$ cat src/rtl/fp32_add_arbiter.sv
// Round-robin arbiter sharing one pipelined fp32 adder between NUM_REQ requesters.
// A tag FIFO records the requester of every issued operation so each result is
// steered back to its originator in issue order.
//
// Ports:
//   i_clk, i_reset       clock, synchronous active-high reset
//   i_req_valid/o_req_ready, i_req_a/i_req_b   requester side (operands packed 32 bits each)
//   o_rsp_valid/i_rsp_ready, o_rsp_result      response side (result broadcast)
//   o_add_a/o_add_b/o_add_valid/i_add_ready    adder input handshake
//   i_add_result/i_add_valid/o_add_ready       adder output handshake
//   o_outstanding        operations in flight (tag FIFO occupancy)
//   o_err                sticky: adder produced a result with no tag outstanding
module fp32_add_arbiter #(
  parameter int unsigned NUM_REQ = 4,
  parameter int unsigned MAX_OUT = 4
) (
  input  logic                       i_clk,
  input  logic                       i_reset,
  input  logic [NUM_REQ-1:0]         i_req_valid,
  output logic [NUM_REQ-1:0]         o_req_ready,
  input  logic [NUM_REQ*32-1:0]      i_req_a,
  input  logic [NUM_REQ*32-1:0]      i_req_b,
  output logic [NUM_REQ-1:0]         o_rsp_valid,
  input  logic [NUM_REQ-1:0]         i_rsp_ready,
  output logic [31:0]                o_rsp_result,
  output logic [31:0]                o_add_a,
  output logic [31:0]                o_add_b,
  output logic                       o_add_valid,
  input  logic                       i_add_ready,
  input  logic [31:0]                i_add_result,
  input  logic                       i_add_valid,
  output logic                       o_add_ready,
  output logic [$clog2(MAX_OUT):0]   o_outstanding,
  output logic                       o_err
);

  localparam int unsigned ID_W  = $clog2(NUM_REQ);
  localparam int unsigned PTR_W = $clog2(MAX_OUT);

  logic [ID_W-1:0]  rr_ptr_q;
  logic [ID_W-1:0]  tag_q [MAX_OUT];
  logic [PTR_W-1:0] wr_ptr_q, rd_ptr_q;
  logic [PTR_W:0]   count_q;
  logic             err_q;

  logic [ID_W-1:0]  gnt_id, cand, head, rr_next;
  logic             has_gnt, fifo_full, fifo_empty, issue, pop;

  // Rotating priority search starting at rr_ptr_q; the first hit wins.
  always_comb begin
    gnt_id  = '0;
    has_gnt = 1'b0;
    cand    = '0;
    for (int unsigned i = 0; i < NUM_REQ; i++) begin
      cand = ID_W'((32'(rr_ptr_q) + i) % NUM_REQ);
      if (!has_gnt && i_req_valid[cand]) begin
        has_gnt = 1'b1;
        gnt_id  = cand;
      end
    end
  end

  assign rr_next    = (gnt_id == ID_W'(NUM_REQ - 1)) ? '0 : gnt_id + 1'b1;
  assign fifo_full  = (count_q == (PTR_W + 1)'(MAX_OUT));
  assign fifo_empty = (count_q == '0);
  assign head       = tag_q[rd_ptr_q];

  // Full blocks issue even if a pop frees a slot this cycle: keeps issue off the pop path.
  assign o_add_valid = has_gnt & ~fifo_full;
  assign o_add_a     = i_req_a[32*gnt_id +: 32];
  assign o_add_b     = i_req_b[32*gnt_id +: 32];
  assign issue       = o_add_valid & i_add_ready;
  assign o_req_ready = issue ? (NUM_REQ'(1) << gnt_id) : '0;

  // Only the head tag may drain; a stalled head blocks all later results.
  assign o_rsp_valid   = (i_add_valid && !fifo_empty) ? (NUM_REQ'(1) << head) : '0;
  assign o_rsp_result  = i_add_result;
  assign o_add_ready   = ~fifo_empty & i_rsp_ready[head];
  assign pop           = i_add_valid & o_add_ready;
  assign o_outstanding = count_q;
  assign o_err         = err_q;

  always_ff @(posedge i_clk) begin
    if (i_reset) begin
      rr_ptr_q <= '0;
      wr_ptr_q <= '0;
      rd_ptr_q <= '0;
      count_q  <= '0;
      err_q    <= 1'b0;
      for (int i = 0; i < MAX_OUT; i++) tag_q[i] <= '0;
    end else begin
      if (issue) begin
        tag_q[wr_ptr_q] <= gnt_id;
        wr_ptr_q        <= wr_ptr_q + 1'b1;
        rr_ptr_q        <= rr_next;
      end
      if (pop) rd_ptr_q <= rd_ptr_q + 1'b1;
      if (issue && !pop)      count_q <= count_q + 1'b1;
      else if (pop && !issue) count_q <= count_q - 1'b1;
      if (i_add_valid && fifo_empty) err_q <= 1'b1;
    end
  end

endmodule

$ cat config.mk
export PLATFORM = sky130hd
export DESIGN_NAME = fp32_add_arbiter
export DESIGN_NICKNAME = d
export VERILOG_FILES = /design/src/rtl/fp32_add_arbiter.sv
export SDC_FILE = /design/constraint.sdc
export NUM_CORES = 1
export LEC_CHECK = 0
export ABC_AREA = 1
export BUFFER_PORTS_ARGS = -buffer_cell sky130_fd_sc_hd__buf_4
export CAP_MARGIN = 30
export CELL_PAD_IN_SITES_DETAIL_PLACEMENT = 1
export CELL_PAD_IN_SITES_GLOBAL_PLACEMENT = 2
export CORE_AREA = 5 5 180 182
export DETAILED_ROUTE_END_ITERATION = 8
export DIE_AREA = 0 0 185 187
export HOLD_SLACK_MARGIN = 0.02
export PLACE_DENSITY_LB_ADDON = 0.25
export SLEW_MARGIN = 40
export SYNTH_ARGS = -nofsm -noshare
export SYNTH_HDL_FRONTEND = slang
export SYNTH_SLANG_ARGS = --single-unit
$ cat constraint.sdc
create_clock -name i_clk -period 3 [get_ports i_clk]
set_input_delay 0.6 -clock i_clk [delete_from_list [all_inputs] [get_ports i_clk]]
set_output_delay 0.6 -clock i_clk [all_outputs]
set_load 0.03 [all_outputs]
==> run metrics <==
Avg Cell Area, Syn=5.01 µm²; final setup TNS=0 ps; synth-to-layout area growth=69.0%; run status=complete, no violations; Tmin final=2890 ps; Iteration-0 DRC Markers=151; Final Cycle Share=96.3%; TritonCTS clock tree=yes; combinational share of power=95.1%; drt pass-1 iters=4; DR vias/cell=4.26; DP Area=0.00815 mm²; Die Ht=187 µm; die area=0.0346 mm²; CP delay by family, top=simple AND/OR/NAND/NOR gates; clock power share=1.9%; Distinct cells, synth=24; CP Launch Type=register; clock buffer depth=2; mapped cell area=0.00513 mm²; DRC violations left=0; sequential element share of the synthesized area=9.36%; Fin. Hold Viols=0; reg-to-reg setup timing slack=550 ps; CP max FO=21; Max Cap Viol=0; Layout Skew=4.02 ps; Pwr per Cell Area=1660 mW/mm²; buffers plus inverters on the worst setup path=4; H-tree depth=1; Synth Warn #=0; initial antenna violation count=2; Mapped Cells=1024; # rows=64; RSZ-0062 raised after global routing=true; largest net degree at the start of global routing=79; critical path endpoint=o_add_a[5]; global-route wire length before repair=42.2 mm; Switch Pwr=8.50 mW; Sink Count=20; share of cells above drive strength 1=32.4%; sequential group share of total power=3.0%; Die Wd=185 µm; crit path launch=rr_ptr_q[0]$_SDFFE_PP0P_; Root Buffer=clkbuf_16; worst reg2reg path startpoint=rr_ptr_q[0]$_SDFFE_PP0P_; Leakage Power=5.33 nW; Routed wire per std cell=16.9 µm; CP Depth=13; required time of the critical path=2400 ps; Switching Fraction=59.2%; critical path, cell by cell=buf_6, nand2_1, nand2_2, nand2_2, nand2_1, nor2_4, nand4_1, nand2_4, buf_4, clkbuf_16, nand3_1, nand2_1, buf_4; worst-path cell with the longest stage delay=dfxtp_2; Mapped Nets=1330; Critical Path Sink Type=output port; Pins Over Slew Limit=0; reg2reg path depth=15; Initial Utilization=16.9%; grt ovf=0; fin area=0.00867 mm²; Hold Path Class=reg -> reg; CP dominant cell by count=nand2_1; DR vias=7349; Hold Slack=444 ps; FF-to-FF End=o_outstanding[1]$_SDFFE_PP0P_; Final ANT Viol Nets=0; crit-path max cell delay=340 ps; crit path DAT=2290 ps; clk_lat worst skew=250 ps; Rel. slew slack=71.1%; GRT Overall Usage=14.8%; Reg clk slew, reported paths=60 ps; IO Count=410; Filler Cell Count=4065; Slew @ Worst Pin=434 ps; hpwl dp=21.5 mm; gp weighted congestion=0.790; total CTS buffers=3; number of buffers added on ports=345; Internal Power=5.86 mW; Detailed Route WL=29.2 mm; setup violators final=0; most common cell after layout, fill and taps aside=buf_4; core area=0.0304 mm²; Final #Nets=1635; most frequent cells in the layout=368 x buf_4, 293 x inv_1, 260 x nand2_1; Peak VDD IR=0.606 mV; vias in the first global route=7699; max frequency=346 MHz; Seq cells post-synth=20; critical path class=reg -> out
[registers in the layout (all words and copies together) (netlist names), named ones only]
signal         flops
tag_q              8
o_outstanding      3
rd_ptr_q           2
rr_ptr_q           2
wr_ptr_q           2
o_err              1
[metrics by stage]
| stage | setup WS (ps) | total power [mW] | cells | utilization [%] |
|---|---|---|---|---|
| global placement | 69.3 | 12.9 | 1700 | 26.8 |
| floorplan | 209 | 8.04 | 1024 | - |
| detailed placement | 18.8 | 12.9 | 1700 | 26.8 |
| global route | -36.1 | 15.5 | 1725 | 28.5 |
| CTS | 10.6 | 13.4 | 1705 | 27.2 |
| finish | 110 | 14.4 | 1726 | 28.5 |
[what timing repair did]
item / in CTS / in global routing
hold buffers: 0 / 0
gates cloned: 1 / 8
buffers inserted: 0 / 11
pin swaps: 0 / 5
setup endpoints to repair: 7 / 68
resized for setup: 4 / 18
[worst min path at each step]
stage,start,endpoint,slack [ps],cells past startpoint
6_report,o_err$_SDFFE_PP0P_,o_err$_SDFFE_PP0P_,440,2
3_3_place_gp,o_err$_SDFFE_PP0P_,o_err$_SDFFE_PP0P_,440,2
2_1_floorplan,rd_ptr_q[1]$_SDFFE_PP0P_,register,460,2
3_5_place_dp,o_err$_SDFFE_PP0P_,o_err$_SDFFE_PP0P_,440,2
4_1_cts,o_err$_SDFFE_PP0P_,o_err$_SDFFE_PP0P_,450,2
5_1_grt,o_err$_SDFFE_PP0P_,o_err$_SDFFE_PP0P_,480,2
[worst min-delay path, stage by stage, from the launching register on]
cell     delay [ps]
dfxtp_1         300
inv_1            40
a21oi_1          50
[logic make-up (layout without fill, tap and decap cells)]
family | after synthesis | after routing | synth area share, %
other | 0 | 2 | 0
AO/OA/AOI/OAI | 17 | 17 | 1.68
AND/OR/NAND/NOR | 578 | 578 | 53.0
adder cells (fa/ha/maj) | 6 | 6 | 1.61
buffers and inverters | 402 | 706 | 34.2
flip-flops | 20 | 20 | 9.36
XOR/XNOR | 1 | 1 | 0.171
[metal layers]
layer	share of wire, %	track usage [%]
met1	40	17.3
met2	49	26.3
met3	9.0	4.78
met4	2.0	3.44
met5	0.069	0
[power groups by stage]
stage	Sequential (mW)	Combinational, mW	Clock (mW)
after floorplan	0.460	7.58	0
after global placement	0.436	12.5	0
after detailed placement	0.439	12.5	0
after CTS	0.435	12.7	0.284
after global routing	0.450	14.8	0.293
final	0.435	13.7	0.275
[layout make-up]
cell class	instances	area (µm²)	share of cell area, %
timing repair buffer	403	3510	40.5
multi-input combinational	602	2960	34.2
inverter	299	1130	13.1
tap	396	495	5.72
sequential	20	485	5.60
clock buffer	3	75.1	0.866
antenna	2	5.00	0.0577
clock inverter	1	3.75	0.0433
[Yosys cell counts, drive strengths merged]
library cell	count	area share [%]
o22ai	1	0.12
o21ai	11	1.1
nand2	268	20
a21oi	5	0.49
edfxtp	8	4.7
nor3	5	0.49
fa	1	0.39
nand3	149	15
nand4	131	16
clkbuf	9	0.66
inv	299	22
dfxtp	12	4.7
buf	94	12
xor2	1	0.17
nor2	25	2.0
ha	5	1.2
No activity file was read; power rests on OpenSTA's default activity.
